==> config.mk <==
export PLATFORM = sky130hd
export DESIGN_NAME = ysyx_23060171_regfile_writeback
export DESIGN_NICKNAME = d
export VERILOG_FILES = /design/src/rtl/ysyx_23060171_regfile_writeback.sv
export SDC_FILE = /design/constraint.sdc
export NUM_CORES = 1
export LEC_CHECK = 0
export BUFFER_PORTS_ARGS = -buffer_cell sky130_fd_sc_hd__buf_2
export CAP_MARGIN = 0
export CORE_UTILIZATION = 29
export CTS_BUF_LIST = sky130_fd_sc_hd__clkbuf_16
export DETAILED_ROUTE_END_ITERATION = 6
export GPL_ROUTABILITY_DRIVEN = 0
export HOLD_SLACK_MARGIN = 0.08
export MAX_ROUTING_LAYER = met4
export PLACE_DENSITY_LB_ADDON = 0.25
export SYNTH_ARGS = -nofsm -noshare
export SYNTH_HDL_FRONTEND = slang
export SYNTH_SLANG_ARGS = --single-unit
==> constraint.sdc <==
create_clock -name clk -period 5 [get_ports clk]
set_input_delay 1 -clock clk [delete_from_list [all_inputs] [get_ports clk]]
set_output_delay 1 -clock clk [all_outputs]
set_load 0.005 [all_outputs]
==> src/rtl/ysyx_23060171_regfile_writeback.sv <==
// ysyx_23060171_regfile_writeback
//   Writeback stage driving the register file's single write port. Two
//   producers (ALU, LSU) present results over valid/ready channels; a
//   round-robin arbiter accepts at most one per cycle, and the accepted
//   result is registered into wen/waddr/wdata one cycle later. LSU words
//   are formatted here (LB/LH/LW/LBU/LHU with byte offset).
// Ports:
//   clk, rst_n              clock, async active-low reset
//   alu_valid/ready/rd/data ALU result channel
//   lsu_valid/ready/rd      LSU result channel
//   lsu_rdata/funct3/offset raw aligned word, load type, address bits [1:0]
//   wen, waddr, wdata       register file write port (registered)
//   retire_cnt              results accepted since reset (wraps)
//   load_err                sticky: misaligned or illegal load format seen
module ysyx_23060171_regfile_writeback #(
  parameter int ADDR_WIDTH = 5,
  parameter int DATA_WIDTH = 32,
  parameter int CNT_WIDTH  = 32
) (
  input  logic                  clk,
  input  logic                  rst_n,
  input  logic                  alu_valid,
  output logic                  alu_ready,
  input  logic [ADDR_WIDTH-1:0] alu_rd,
  input  logic [DATA_WIDTH-1:0] alu_data,
  input  logic                  lsu_valid,
  output logic                  lsu_ready,
  input  logic [ADDR_WIDTH-1:0] lsu_rd,
  input  logic [DATA_WIDTH-1:0] lsu_rdata,
  input  logic [2:0]            lsu_funct3,
  input  logic [1:0]            lsu_offset,
  output logic                  wen,
  output logic [ADDR_WIDTH-1:0] waddr,
  output logic [DATA_WIDTH-1:0] wdata,
  output logic [CNT_WIDTH-1:0]  retire_cnt,
  output logic                  load_err
);

  typedef enum logic {GRANT_ALU = 1'b0, GRANT_LSU = 1'b1} grant_e;

  typedef struct packed {
    logic [ADDR_WIDTH-1:0] rd;
    logic [DATA_WIDTH-1:0] data;
  } wb_req_t;

  grant_e                last_grant_q, last_grant_d;
  logic                  wen_q, wen_d;
  logic [ADDR_WIDTH-1:0] waddr_q, waddr_d;
  logic [DATA_WIDTH-1:0] wdata_q, wdata_d;
  logic [CNT_WIDTH-1:0]  cnt_q, cnt_d;
  logic                  load_err_q, load_err_d;

  logic                  alu_acc, lsu_acc, any_acc;
  logic [7:0]            ld_byte;
  logic [15:0]           ld_half;
  logic [DATA_WIDTH-1:0] ld_data;
  logic                  ld_err;
  wb_req_t               sel;

  // Round robin: a lone valid always wins; on a tie the channel that did
  // not win last time gets the slot.
  always_comb begin
    alu_ready = alu_valid && (!lsu_valid || last_grant_q == GRANT_LSU);
    lsu_ready = lsu_valid && (!alu_valid || last_grant_q == GRANT_ALU);
  end

  assign alu_acc = alu_valid && alu_ready;
  assign lsu_acc = lsu_valid && lsu_ready;
  assign any_acc = alu_acc || lsu_acc;

  // Load formatting
  always_comb begin
    case (lsu_offset)
      2'd0:    ld_byte = lsu_rdata[7:0];
      2'd1:    ld_byte = lsu_rdata[15:8];
      2'd2:    ld_byte = lsu_rdata[23:16];
      default: ld_byte = lsu_rdata[31:24];
    endcase
    ld_half = lsu_offset[1] ? lsu_rdata[31:16] : lsu_rdata[15:0];
    ld_err  = 1'b0;
    ld_data = '0;
    case (lsu_funct3)
      3'b000: ld_data = {{24{ld_byte[7]}}, ld_byte};
      3'b100: ld_data = {24'd0, ld_byte};
      3'b001: begin ld_err = lsu_offset[0]; ld_data = {{16{ld_half[15]}}, ld_half}; end
      3'b101: begin ld_err = lsu_offset[0]; ld_data = {16'd0, ld_half}; end
      3'b010: begin ld_err = (lsu_offset != 2'd0); ld_data = lsu_rdata; end
      default: ld_err = 1'b1;
    endcase
    // Faulty loads still retire, but write zero rather than garbage.
    if (ld_err) ld_data = '0;
  end

  always_comb begin
    sel.rd   = alu_rd;
    sel.data = alu_data;
    if (lsu_acc) begin
      sel.rd   = lsu_rd;
      sel.data = ld_data;
    end
  end

  always_comb begin
    last_grant_d = last_grant_q;
    wen_d        = 1'b0;
    waddr_d      = waddr_q;
    wdata_d      = wdata_q;
    cnt_d        = cnt_q;
    load_err_d   = load_err_q | (lsu_acc & ld_err);
    if (any_acc) begin
      last_grant_d = lsu_acc ? GRANT_LSU : GRANT_ALU;
      cnt_d        = cnt_q + 1'b1;
      // x0 still retires, but never reaches the write port.
      if (sel.rd != '0) begin
        wen_d   = 1'b1;
        waddr_d = sel.rd;
        wdata_d = sel.data;
      end
    end
  end

  always_ff @(posedge clk or negedge rst_n) begin
    if (!rst_n) begin
      last_grant_q <= GRANT_ALU;
      wen_q        <= 1'b0;
      waddr_q      <= '0;
      wdata_q      <= '0;
      cnt_q        <= '0;
      load_err_q   <= 1'b0;
    end else begin
      last_grant_q <= last_grant_d;
      wen_q        <= wen_d;
      waddr_q      <= waddr_d;
      wdata_q      <= wdata_d;
      cnt_q        <= cnt_d;
      load_err_q   <= load_err_d;
    end
  end

  assign wen        = wen_q;
  assign waddr      = waddr_q;
  assign wdata      = wdata_q;
  assign retire_cnt = cnt_q;
  assign load_err   = load_err_q;

endmodule

# Word level (Yosys, flattened, before mapping)
# Cells that the tools add are included.
[word_totals]
latchBits = 0
romBits = 0
reg_bits = 72
inputBits = 83
n_memories = 0
out_inout_bits = 73
mem_bits_rw = 0
[classes]
add_sub_neg = 1
shifts = 0
eq_ne = 6
div_mod_pow = 0
reduce_logical = 16
bitwise_logic = 3
n_mul = 0
n_mux = 9
order_cmp = 0
[ops]
columns = ["op", "count"]
rows = [
  ["32-bit case mux with 5 select lines", 1],
  ["37-bit two-way mux", 1],
  ["32-bit by 1-bit adder with 32-bit output, second input constant", 1],
  ["32-bit two-way mux", 1],
  ["8-bit case mux with 3 select lines", 1],
  ["16-bit two-way mux", 1],
  ["3-bit equality test, second input constant", 2],
  ["5-bit nonzero test", 1],
  ["1-bit logical AND", 4],
  ["2-bit OR reduction", 2],
  ["3-bit by 1-bit equality test with 1-bit output, second input constant", 1],
  ["3-bit by 2-bit equality test with 1-bit output, second input constant", 1],
  ["3-bit logical NOT", 1],
  ["1-bit logical OR", 3],
  ["1-bit two-way mux", 3],
  ["1-bit case mux with 3 select lines", 1],
  ["2-bit by 1-bit equality test with 1-bit output, second input constant", 1],
  ["2-bit equality test, second input constant", 1],
  ["1-bit logical NOT", 2],
  ["2-bit logical NOT", 1],
  ["2-bit AND reduction", 1],
  ["2-bit nonzero test", 1],
  ["1-bit bitwise AND", 1],
  ["1-bit inverter", 1],
  ["1-bit OR", 1],
]

# Depth between registers and ports, before layout
[logic_depth]
depth_word = 8
mapped_depth = 10
mapped_depth_nobuf = 7

# Least setup slack after synthesis
# Ideal clock, no wire load.
[synth_timing]
path_kind = "input port to flip-flop"
startpoint = "input port alu_rd[2]"
endpoint = "register wdata_q[7], in the netlist wdata[7]"
setup_slack_ns = 2.451
arrival_time_ns = 2.423
stages = 8
t_required_ns = 4.874
setup_time_ns = 0.126
n_path_buf = 2
cell_sequence = "or4_1 > o211ai_2 > and2_1 > buf_2 > inv_2 > buf_2 > nor2_1 > nor2_1"
[synth_via]
elab_chain_cells = 3
[synth_rtl]
columns = ["item", "line_no", "rtl"]
rows = [
  ["start, declared", "24", "input logic [ADDR_WIDTH-1:0] alu_rd,"],
  ["37-bit two-way mux", "97", "if (lsu_acc) begin"],
  ["5-bit nonzero test", "114", "if (sel.rd != '0) begin"],
  ["2-bit AND reduction (no source line)", "-", ""],
  ["end signal, assigned", "134", "wdata_q <= wdata_d;"],
  ["end, declared", "49", "logic [DATA_WIDTH-1:0] wdata_q, wdata_d;"],
]
# Every way passes these cells.
# A chain may end at the register's enable or synchronous reset.

# Final worst setup path
[layout_timing]
startpoint = "input port lsu_valid"
endpoint = "output port lsu_ready"
[layout_via]
elab_chain_cells = 1
[layout_rtl]
columns = ["item", "line_no", "rtl"]
rows = [
  ["start, declared", "26", "input logic lsu_valid,"],
  ["1-bit logical AND", "64", "lsu_ready = lsu_valid && (!alu_valid || last_grant_q == GRANT_ALU);"],
  ["end, declared", "27", "output logic lsu_ready,"],
]
# Every way passes these cells.

==> out/qor.yml <==
sta:
  period_share_pct: 64.6
  drv_slew: 0
  final.setup_skew_ps: 3.24
  min_period_ps: 3230
  tns_ps: 0
  rsz0062_at_grt: "false"
  relSlewSlack_pct: 23.3
  timing.fmax_ghz: 0.310
  tightestPinTransition_ps: 1140
  hold_viol_final: 0
  setup_viol: 0
  hold_ws_ps: 470
layout:
  fillers: 1308
  fin_nets: 647
  finish.utilization_pct: 39.2
  layout-drive-gt1-share_pct: 32.4
  multi_input_area_um2: 1840
  stdcell_count: 740
  antenna_cells: 0
  seq_area_um2: 1800
  area_delta_synth_final_pct: 31.7
clocking:
  ctsHoldBuffers: 0
  cts_resized: 0
  clk_latency_ps: 330
  cts_buffers: 9
  htreeDepth: 3
  cts_tree: "built"
  clkTransAtPathRegs_ps: 60
  cts_sinks: 72
  cts_buffer_depth: 2
  cts_root_buf: "clkbuf_16"
  cts_setup_buffers: 0
global_route:
  grt_usage_pct: 18.2
  grt_overflow: 0
  antenna_found_initial: 0
  grt_pass1_vias: 3509
  grt_pass1_wl_mm: 18.1
  grt_max_degree: 73
drt:
  dr.pass1.iters: 7
  drtIter0Drc: 195
  drc_errors: 3
  viasPerCell: 5.11
  route.final.wire_length_mm: 11.5
  vias: 3781
  antenna_left: 0
  wl_per_cell_um: 15.6
worst_setup_path:
  required_ps: 4000
  worst_setup_path_end_kind: "primary output"
  crit_type: "in2out"
  startpoint_type: "input pin"
  crit_fanout: 16
  critPathArrivalTime_ps: 2230
  rrSetupSlack_ps: 2350
placement:
  port_buffers: 155
  hpwl_mm: 8.70
  dp.cells: 724
floorplanning:
  dieArea_um2: 13500
  core_area_um2: 12700
  die_w_um: 116
  floorplan.initialDensity_pct: 29.8
  die_h_um: 116
  rows: 41
  pin_count: 156
yosys:
  synth_edf_count: 0
  synth_fp_nets: 502
  ys_warn_count: 0
  synth.most_common_cell: "dfrtp_1"
  synth_cell_type_count: 49
  synth_area_um2: 3770
  synth-seq-cells: 72
  yosys.area.top_type_share_pct: 47.8
  syn_avg_cell_area_um2: 9.02
  synth_top_area_cell: "dfrtp_1"
  synth.area.top_cells: "dfrtp_1, o21ai_0, nand2_1"
  async_flop_share_pct: 100
  synthFlopType: "dfrtp_1"
  synth_commonest_cells: "dfrtp_1, o21ai_0, nand2_1"
  ys_seq_area_share_pct: 47.8
  syn_inst: 418
pwr:
  vdd_drop_max_v: 0.000135
  power.density_nw_per_um2: 347
  p_leak_nw: 2.39
  finalPower_w: 0.00172
worst_hold_path:
  hold_class: "reg2reg"
status:
  violations: "DRC"
  outcome: "complete, but fails checks"
flow_run:
  max_cap_viol_count: 0
## placed cells by master (no fill, tap or decap), drive strengths merged, types with 8 or more instances in the layout
cell    count
a21oi      42
inv         8
nand4       8
xnor2      21
o21ai      62
dfrtp      72
buf       157
nor2       34
xor2       10
mux2i       8
clkbuf      9
o22ai       8
nand2      58
## flip-flops by register name, summed over array words and instances, names as in the netlist
name and cells:
last_grant_q 1, load_err 1, retire_cnt 32, waddr 5
wdata 32, wen 1
## worst max-delay path, cell delays in order
cell and delay, ps:
buf_2 130, a21bo_1 530, inv_1 340, buf_2 220
## where the power goes
| part | internal, W | switching (W) |
|---|---|---|
| Sequential | 0.000665 | 0.0000670 |
| Clock | 0.000382 | 0.000250 |
| Combinational | 0.000165 | 0.000196 |
| Total | 0.00121 | 0.000513 |
## routing by layer
layer	vias to the layer above	wire (µm)	track usage [%]
met5	-	0	-
met4	0	219	6.84
met3	19	790	2.77
met2	181	5170	27.0
met1	1804	5360	24.9
li1	1777	-	-
## cells by family after synthesis
family	after synthesis	synth area share [%]
compound gates	141	21.7
simple gates	131	16.3
flops	72	47.8
xor+xnor	31	7.20
buf+inv	30	3.42
mux	12	3.32
fa+ha+maj	1	0.332
## path summary, 6_finish.rpt
kind | startpoint | end | cells past startpoint
max | lsu_valid | lsu_ready | 4
max in group asynchronous | rst_n | wdata[17]$_DFFE_PN0P_ | 1
min reg2reg | load_err$_DFF_PN0_ | load_err$_DFF_PN0_ | 1
max reg2reg | last_grant_q$_DFFE_PN0P_ | wdata[30]$_DFFE_PN0P_ | 6
min | load_err$_DFF_PN0_ | load_err$_DFF_PN0_ | 1
min in group asynchronous | rst_n | retire_cnt[25]$_DFFE_PN0P_ | 1
## area by class of cell
class | instances | area share [%]
Multi-Input combinational cell | 316 | 37.0
Timing Repair Buffer | 157 | 16.0
Clock buffer | 9 | 4.54
Clock inverter | 7 | 1.29
Sequential cell | 72 | 36.3
Tap cell | 172 | 4.33
Inverter | 7 | 0.529
## stage by stage
| stage | setup slack [ps] | instance area, µm² |
|---|---|---|
| 2_1_floorplan | 2450 | 3770 |
| 3_3_place_gp | 1730 | 4680 |
| 3_5_place_dp | 1620 | 4680 |
| 4_1_cts | 1800 | 4960 |
| 5_1_grt | 1610 | 4960 |
| 6_report | 1770 | 4960 |
(Power assumes the default switching activity.)
